$ cat config.mk
export PLATFORM = sky130hd
export DESIGN_NAME = moore_prog
export DESIGN_NICKNAME = d
export VERILOG_FILES = /design/src/rtl/moore_prog.sv
export SDC_FILE = /design/constraint.sdc
export NUM_CORES = 1
export LEC_CHECK = 0
export CAP_MARGIN = 25
export CORE_MARGIN = 1
export CORE_UTILIZATION = 50
export DETAILED_ROUTE_END_ITERATION = 7
export PLACE_DENSITY = 0.76
export SLEW_MARGIN = 10
export SYNTH_ARGS = -nofsm -noshare
export SYNTH_HDL_FRONTEND = slang
export SYNTH_SLANG_ARGS = --single-unit
$ cat constraint.sdc
create_clock -name i_clk -period 1.4 [get_ports i_clk]
set_input_delay 0.28 -clock i_clk [delete_from_list [all_inputs] [get_ports i_clk]]
set_output_delay 0.28 -clock i_clk [all_outputs]
set_load 0.1 [all_outputs]
$ cat src/rtl/moore_prog.sv
// Programmable table-driven Moore machine. Transition and output tables are loaded at run time.
// The machine steps on i_ctrl_in and raises a sticky error on any illegal load or table write.
module moore_prog #(
  parameter int N_STATES = 4,
  parameter int IN_W     = 2,
  parameter int OUT_W    = 1,
  parameter int CNT_W    = 8,
  localparam int SW      = $clog2(N_STATES),
  localparam int N_SYM   = 2**IN_W
) (
  input  logic             i_clk,
  input  logic             i_reset,
  input  logic [IN_W-1:0]  i_sw_in,
  input  logic             i_ctrl_in,
  input  logic             i_load_in,
  input  logic [SW-1:0]    i_state_in,
  input  logic             i_cfg_we,
  input  logic             i_cfg_out_we,
  input  logic [SW-1:0]    i_cfg_state,
  input  logic [IN_W-1:0]  i_cfg_sym,
  input  logic [SW-1:0]    i_cfg_next,
  input  logic [OUT_W-1:0] i_cfg_out,
  output logic [SW-1:0]    o_state,
  output logic [OUT_W-1:0] o_out,
  output logic             o_err,
  output logic [CNT_W-1:0] o_steps
);

  // One extra bit so the limit is representable when N_STATES is a power of two.
  localparam logic [SW:0] NS = (SW+1)'(N_STATES);

  logic [SW-1:0]    r_next_tab [N_STATES][N_SYM];
  logic [OUT_W-1:0] r_out_tab  [N_STATES];
  logic [SW-1:0]    r_state;
  logic [CNT_W-1:0] r_steps;
  logic             r_err;

  logic [SW-1:0]    w_state_nxt;
  logic [CNT_W-1:0] w_steps_nxt;
  logic             w_load_ok;
  logic             w_row_ok;
  logic             w_next_ok;
  logic             w_tab_wr;
  logic             w_out_wr;
  logic             w_err_set;

  always_comb begin
    w_load_ok   = {1'b0, i_state_in}  < NS;
    w_row_ok    = {1'b0, i_cfg_state} < NS;
    w_next_ok   = {1'b0, i_cfg_next}  < NS;
    w_tab_wr    = i_cfg_we && w_row_ok && w_next_ok;
    w_out_wr    = i_cfg_out_we && w_row_ok;
    w_err_set   = (i_load_in && !w_load_ok)
                || ((i_cfg_we || i_cfg_out_we) && !w_row_ok)
                || (i_cfg_we && !w_next_ok);
    w_state_nxt = r_state;
    w_steps_nxt = r_steps;
    if (i_load_in) begin
      if (w_load_ok) begin
        w_state_nxt = i_state_in;
        w_steps_nxt = '0;
      end
    end else if (i_ctrl_in) begin
      // Reads the registered table, so a same-cycle write is seen only by the next step.
      w_state_nxt = r_next_tab[r_state][i_sw_in];
      if (r_steps != '1) begin
        w_steps_nxt = r_steps + 1'b1;
      end
    end
  end

  always_ff @(posedge i_clk or posedge i_reset) begin
    if (i_reset) begin
      r_state <= '0;
      r_steps <= '0;
      r_err   <= 1'b0;
    end else begin
      r_state <= w_state_nxt;
      r_steps <= w_steps_nxt;
      if (w_err_set) begin
        r_err <= 1'b1;
      end
    end
  end

  always_ff @(posedge i_clk or posedge i_reset) begin
    if (i_reset) begin
      for (int s = 0; s < N_STATES; s++) begin
        r_out_tab[s] <= '0;
        for (int x = 0; x < N_SYM; x++) begin
          r_next_tab[s][x] <= SW'(s);
        end
      end
    end else begin
      if (w_tab_wr) begin
        r_next_tab[i_cfg_state][i_cfg_sym] <= i_cfg_next;
      end
      if (w_out_wr) begin
        r_out_tab[i_cfg_state] <= i_cfg_out;
      end
    end
  end

  assign o_state = r_state;
  assign o_out   = r_out_tab[r_state];
  assign o_err   = r_err;
  assign o_steps = r_steps;

endmodule

### Yosys cells after proc, flatten, opt, wreduce, memory -nomap -nowiden

Cells that the tools add are included.

* output and inout port bits: 12
* register bits: 46
* input port bits: 17

* reduce and logical (&&, ||, !) cells: 5
* mux-type cells: 22
* equal/unequal tests: 1
* bitwise operators: 4
* $lt $le $gt $ge: 6
* $add $sub $neg: 1

Operators with widths (number)
* $mux W8: 6
* $bwmux W32: 1
* $bmux W8 S2: 1
* $demux W8 S2: 1
* $ge A3 B3 Y1 const B: 4
* $not A2 Y3: 4
* $mux W2: 5
* $add A8 B1 Y8 const B: 1
* $ne A8 B8 Y1 const B: 1
* $lt A3 B1 Y1 const B: 2
* $bmux W2 S2: 1
* $bwmux W4: 1
* $demux W2 S2: 1
* $reduce_bool A2 Y1: 2
* $mux W1: 3
* $bmux W1 S2: 1
* $demux W1 S2: 1
* $logic_and A1 B1 Y1: 2
* $reduce_and A2 Y1: 1

### Longest topological paths before layout

Gate-level depths: netlist of run 1.

* depth after elaboration: 9
* gate-level depth with buffers: 5
* gate-level depth less buffers: 5

### Worst setup path after synthesis of run 1

OpenSTA, ideal clock, no wires.

* path type: reg-to-output
* start point: reg r_state[0] (netlist: o_state[0])
* end point: out o_out
* data required time: 1.120 ns
* buffers on the path: 1
* arrival time: 2.150 ns
* cell stages (with the launch flop): 3
* setup slack: -1.030 ns
* cells stage by stage: dfrtp_1 buf_6 mux4_1

* cells in the longest elaborated chain, start to end: 4

RTL lines
* start, declared: line 34 `logic [SW-1:0] r_state;`
* start signal, assigned: line 78 `r_state <= w_state_nxt;`
* $not A2 Y3 (implied by the code): line 105 `assign o_out = r_out_tab[r_state];`
* $bmux W1 S2: line 105
* $mux W1 (implied by the code) (2 in series): line 105
* end, declared: line 24 `output logic [OUT_W-1:0] o_out,`

No other way between the ends. The select of a mux whose other input is x is not followed.

### Worst setup path in the final report of run 1

Same ends and word-level chain as after synthesis.

==> results of run 1 <==
-- repair_timing --
action                     CTS  global route
buffers inserted             3             1
pin swaps                    1             1
hold buffers                 0             0
resized for setup           14             8
setup endpoints to repair   36            32
hold endpoints to repair     0             0
-- logic make-up after synthesis --
kind of cell	synth area share, %
DFF	48.88
and+or+nand+nor	11.80
AOI/OAI and AO/OA	4.752
xor gates and xnor gates	0.3656
buffers and inverters	3.290
adders and majority gates	0.5221
muxes	30.24
other	0.1565
-- power breakdown --
part / switching [W] / internal [W]
registers: 0.000158 / 0.00166
logic: 0.000468 / 0.000555
clock network: 0.000444 / 0.000533
total: 0.00107 / 0.00275
-- cell type report --
class | instances | area, um^2
Clock buffer | 6 | 72.57
Clock inverter | 2 | 37.54
Fill cell | 297 | 1287
Inverter | 3 | 11.26
Multi-Input combinational cell | 125 | 1190
Sequential cell | 46 | 1204
Tap cell | 52 | 65.06
Timing Repair Buffer | 53 | 606.8
-- cells in the mapped netlist --
master | instances | area (um^2)
nand2_1 | 9 | 33.78
buf_6 | 3 | 33.78
nor2_1 | 14 | 52.55
nor2b_1 | 3 | 18.77
or3_4 | 1 | 11.26
mux2i_1 | 6 | 60.06
mux4_1 | 9 | 236.5
o21ai_2 | 1 | 8.760
dfrtp_1 | 30 | 750.7
dfstp_2 | 16 | 420.4
xor2_1 | 1 | 8.760
nand4_1 | 1 | 6.260
and3_1 | 2 | 12.51
and2_1 | 1 | 6.260
buf_4 | 1 | 7.510
or3_1 | 2 | 12.51
a31oi_1 | 1 | 6.260
a31o_1 | 1 | 8.760
o31ai_1 | 2 | 15.01
o21ai_0 | 4 | 20.02
nand3_1 | 6 | 30.03
nor3_1 | 2 | 10.01
clkbuf_1 | 7 | 26.28
nand3b_1 | 2 | 15.01
mux2_2 | 38 | 427.9
o21bai_1 | 1 | 7.510
o21ai_1 | 1 | 5.000
inv_1 | 3 | 11.26
a21o_1 | 1 | 7.510
a21oi_1 | 3 | 15.01
o2111ai_1 | 1 | 8.760
or2_2 | 1 | 6.260
conb_1 | 1 | 3.750
nand2b_1 | 4 | 25.02
nor3b_1 | 3 | 22.52
nand3b_4 | 1 | 20.02
o2111a_1 | 1 | 11.26
ha_1 | 1 | 12.51
-- per-layer routing --
metal / routed length, um / global-route usage (%) / vias to the layer above
met4: 91 / 8.667 / 0
li1: - / - / 767
met1: 2305 / 30.39 / 866
met2: 2492 / 36.40 / 39
met3: 240 / 5.907 / 12
met5: 0 / 0 / -
-- through the flow --
step,instances,TNS (ps),util (%)
after floorplan,185,-2573,-
after global routing,287,-1237,71.22
after global placement,275,-14140,67.03
after detailed placement,275,-14880,67.03
after CTS,286,-888.8,70.33
final,287,-894.0,71.22
-- state kept, by name, indices dropped and copies added (netlist names) --
| register | cells |
|---|---|
| r_out_tab | 4 |
| o_state | 2 |
| r_next_tab | 32 |
| o_steps | 8 |
-- worst reg2reg max path: cells and delay by family, from the launching register on --
| family | cells | cell delay, ps |
|---|---|---|
| mux | 3 | 820 |
| flops | 1 | 510 |
| buf+inv | 1 | 170 |
| compound gates | 1 | 50 |
-- worst min path at each step --
stage                                      end  cells after the start                      from  slack (ps)
floorplan               o_state[1]$_DFFE_PP0P_                      2             i_state_in[1]         420
global placement      r_out_tab[2]$_DFFE_PP0P_                      1  r_out_tab[2]$_DFFE_PP0P_         480
detailed placement    r_out_tab[1]$_DFFE_PP0P_                      1  r_out_tab[1]$_DFFE_PP0P_         490
CTS                 r_next_tab[28]$_DFFE_PP0P_                      3                   i_reset         330
global route        r_next_tab[24]$_DFFE_PP0P_                      3                   i_reset         360
finish                  o_steps[0]$_DFFE_PP0P_                      3                   i_reset         330
==> results.py, run 1 <==
metrics = {
    "global_route": {
        "overflow": 0,
        "grt_usage_pct": 22.87,
        "grt_pass1_wl_mm": 8.707,
        "antenna_found_initial": 0,
        "grt_max_degree": 47,
        "grt_pass1_vias": 1784,
    },
    "sta": {
        "maxSlewViolCount": 0,
        "setup_viol": 6,
        "rsz0062_at_grt": "true",
        "hold_violations": 0,
        "period_needed_ps": 1749,
        "fin_skew_ps": 9.198,
        "max_freq_ghz": 0.5716,
        "whs_ps": 333.0,
        "finalCritPeriodShare_pct": 125.0,
        "setup_ws_ps": -349.4,
    },
    "detailed_routing": {
        "vias": 1684,
        "viasPerCell": 5.868,
        "ant_nets": 0,
        "drt_iter0_drc": 76,
        "wl_per_cell_um": 17.87,
        "postRouteWirelength_mm": 5.130,
        "drt_pass1_iterations": 6,
        "drc": 4,
    },
    "worst_setup_path": {
        "cp-end-kind": "primary output",
        "cp-start-kind": "flip-flop",
        "cp_max_fo": 4,
        "crit_chain": "mux4_2 > buf_12",
        "critical-path-top-delay-family": "multiplexers",
        "slowest_delay_ps": 530,
        "cp_num_buf_inv": 1,
        "worstPathRequired_ps": 1120,
        "cp-startpoint": "o_state[0]$_DFFE_PP0P_",
        "setup.worst_path.class": "flip-flop to primary output",
        "ff2ff_setup_slack_ps": -270,
        "critical_path_arrival_ps": 1470,
        "rr_endpoint": "o_state[1]$_DFFE_PP0P_",
        "reg2reg_from": "o_state[0]$_DFFE_PP0P_",
        "cp_num_cells": 2,
        "r2r_cells": 5,
        "cp_slowest_cell": "mux4_2",
        "cp-endpoint": "o_out",
    },
    "placement": {
        "hpwl_mm": 3.674,
        "io_buffers": 27,
        "pre_cts_ws_ps": -571.0,
        "place_congestion": 0.8038,
        "placed_area_um2": 2999,
    },
    "power": {
        "power_w": 0.003818,
        "p_leak_nw": 1.369,
        "power-per-cell-area_nw_per_um2": 1198,
        "peakVddDrop_v": 0.0006571,
    },
    "floorplanning": {
        "die_w_um": 71.23,
        "die-area_um2": 5073,
        "start_util_pct": 53.55,
        "core_um2": 4474,
        "row_count": 24,
        "die_y_um": 71.23,
        "ios": 29,
    },
    "layout": {
        "final_common_cell": "mux2_2",
        "final_cell_mix": "37 x mux2_2, 20 x dfrtp_1, 19 x buf_4",
        "drive_above_1_share_pct": 55.32,
        "diodes": 0,
        "post-route-cell-area_um2": 3187,
        "area_growth_pct": 33.00,
        "nets": 252,
    },
    "cts": {
        "htreeDepth": 2,
        "cts-root-buf": "clkbuf_8",
        "cts.clk_slew.worst_paths_ps": 90,
        "cts_sinks": 46,
        "cts_max_path_buffers": 2,
        "cts_made_buffers": 5,
        "insertion_delay_ps": 300,
        "cts_tree": "built",
    },
    "synthesis": {
        "synth_area_per_cell_um2": 12.95,
        "ys_types": 38,
        "yosys_warnings": 0,
        "synth-seq-cells": 46,
        "ys_seq_area_share_pct": 48.88,
        "syn_inst": 185,
        "synthesis.nets": 203,
        "synth_area_um2": 2396,
    },
    "job": {
        "cap_violations": 0,
    },
    "outcome": {
        "status": "finished with violations",
        "failed_checks": "DRC, setup timing",
    },
    "min_path": {
        "min_path_type": "primary input to async pin",
    },
}
(Power assumes the default switching activity.)
==> run 2: changes to the inputs <==
==> constraint.sdc (replaced) <==
create_clock -name i_clk -period 1.4 [get_ports i_clk]
set_input_delay 0.28 -clock i_clk [delete_from_list [all_inputs] [get_ports i_clk]]
set_output_delay 0.28 -clock i_clk [all_outputs]
set_load 0.005 [all_outputs]
==> run 2 against run 1 <==
The run still ends with DRC, setup timing left. Critical path depth stayed put. Via count is 1.5% higher. Cell area is 2.3% lower. Flip-flop and latch count stayed put. Clock skew is 5.7 ps higher. Sequential power hardly changed. Register-to-register slack hardly changed.
==> results.py, run 2 (synthesized netlist as in run 1, its figures left out) <==
metrics = {
    "detailed_routing": {
        "postRouteWirelength_mm": 5.746,
        "wl_met1_mm": 2.543,
        "vias": 1709,
        "drt_iter0_drc": 89,
        "wl_met3_um": 235,
        "drt_pass1_iterations": 6,
        "viasPerCell": 5.793,
        "wl_met2_mm": 2.806,
        "wl_per_cell_um": 19.48,
        "maxUsedRoutingLayer": "met4",
        "drc": 3,
        "ant_nets": 0,
    },
    "sta": {
        "period_needed_ps": 1666,
        "rsz0062_at_grt": "true",
        "setup_ws_ps": -266.1,
        "finalCritPeriodShare_pct": 119.0,
        "hold_violations": 0,
        "whs_ps": 312.9,
        "setup_viol": 6,
        "maxSlewViolCount": 0,
        "fin_tns_setup_ps": -884.1,
        "max_freq_ghz": 0.6002,
        "fin_skew_ps": 14.89,
    },
    "layout": {
        "top_register": "r_next_tab",
        "final_common_cell": "mux2_2",
        "area_growth_pct": 29.92,
        "drive_above_1_share_pct": 51.85,
        "multiInputGateArea_um2": 1226,
        "diodes": 0,
        "final_util_pct": 69.57,
        "final_cell_mix": "36 x mux2_2, 28 x dfrtp_1, 26 x buf_4",
        "nets": 260,
        "fillers": 300,
        "seq_area_um2": 1174,
        "largest_reg_flops": 32,
    },
    "global_route": {
        "grt_pass1_vias": 1842,
        "antenna_found_initial": 0,
        "grt_max_degree": 47,
        "grt_usage_pct": 25.10,
        "grt_pass1_wl_mm": 9.225,
        "overflow": 0,
    },
    "power": {
        "power-per-cell-area_nw_per_um2": 1121,
        "cellInternalPower_w": 0.002546,
        "power_frac_clock_pct": 23.7,
        "power_w": 0.003491,
        "switching_power_w": 0.0009442,
        "sw_frac_of_total_pct": 27.05,
        "peakVddDrop_v": 0.0004975,
        "seqPwrFrac_pct": 51.6,
        "combPwrFrac_pct": 24.7,
        "p_leak_nw": 1.416,
    },
    "floorplanning": {
        "die-area_um2": 5073,
        "die_w_um": 71.23,
        "row_count": 24,
        "die_y_um": 71.23,
        "core_um2": 4474,
        "start_util_pct": 53.55,
        "ios": 29,
    },
    "worst_setup_path": {
        "worstPathRequired_ps": 1120,
        "cp_slowest_cell": "mux4_2",
        "slowest_delay_ps": 500,
        "critical_path_arrival_ps": 1390,
        "cp_max_fo": 2,
        "cp_num_buf_inv": 1,
        "crit_chain": "mux4_2 > buf_2",
        "cp-end-kind": "primary output",
        "critical-path-top-delay-family": "multiplexers",
        "cp-start-kind": "flip-flop",
        "setup.worst_path.class": "flip-flop to primary output",
    },
    "cts": {
        "htreeDepth": 2,
        "cts.clk_slew.worst_paths_ps": 90,
        "cts_made_buffers": 5,
        "insertion_delay_ps": 320,
        "cts_max_path_buffers": 2,
        "hold_buffers": 0,
        "cts_sinks": 46,
        "cts-root-buf": "clkbuf_8",
        "cts_tree": "built",
    },
    "placement": {
        "io_buffers": 27,
        "hpwl_mm": 3.924,
        "place_congestion": 0.8026,
    },
    "outcome": {
        "status": "finished with violations",
        "failed_checks": "DRC, setup timing",
    },
    "job": {
        "cap_violations": 0,
    },
    "min_path": {
        "min_path_type": "primary input to async pin",
    },
}
## run 2: area by class of cell
type                            instances  share of cell area, %
Clock inverter                          2                 0.4421
Timing Repair Buffer                   61                  17.68
Inverter                                3                 0.3617
Tap cell                               52                  2.090
Sequential cell                        46                  37.70
Clock buffer                            6                  2.331
Multi-Input combinational cell        125                  39.39
## run 2: repair_timing
action                                  in CTS  in global routing
pin swaps                                    2                  4
buffers inserted                            13                  1
endpoints found under the hold margin        0                  0
endpoints found under the setup margin      38                 29
resized for setup                           38                 20
## run 2: worst paths after layout
kind                                            startpoint                          to  slack (ps)  cells past startpoint
worst max-delay path                o_state[0]$_DFFE_PP0P_                       o_out        -270                      2
worst min-delay path                               i_reset      o_steps[0]$_DFFE_PP0P_         310                      3
worst max register to register      o_state[0]$_DFFE_PP0P_      o_state[1]$_DFFE_PP0P_        -270                      5
worst min register to register  r_next_tab[23]$_DFFE_PP0P_  r_next_tab[23]$_DFFE_PP0P_         510                      1
max in group asynchronous                          i_reset  r_next_tab[20]$_DFFE_PP1P_         790                      3
min in group i_clk                               i_load_in      o_steps[4]$_DFFE_PP0P_         340                      3
## run 2: layer usage
layer / vias to the layer above / global-route usage [%]
li1: 783 / -
met1: 873 / 32.12
met2: 38 / 39.58
met3: 15 / 7.736
met4: 0 / 11.33
met5: - / 0
## run 2: stage by stage
stage | cell area, um^2 | setup WS (ps) | std cells
6_report | 3113 | -266.1 | 295
5_1_grt | 3113 | -310.1 | 295
4_1_cts | 3035 | -271.8 | 294
3_5_place_dp | 2816 | -586.0 | 273
3_3_place_gp | 2816 | -485.3 | 273
2_1_floorplan | 2386 | -40.38 | 185
## run 2: tightest hold or removal path: cells and delay by family
family / cells / cell delay [ps]
buffers and inverters: 3 / 740
## run 2: power groups by stage
stage | clock network [W] | registers (W) | logic (W)
finish | 0.000828 | 0.00180 | 0.000863
global route | 0.000878 | 0.00183 | 0.000928
CTS | 0.000840 | 0.00180 | 0.000821
detailed placement | 0 | 0.00182 | 0.000769
global placement | 0 | 0.00180 | 0.000727
floorplan | 0 | 0.00175 | 0.000542
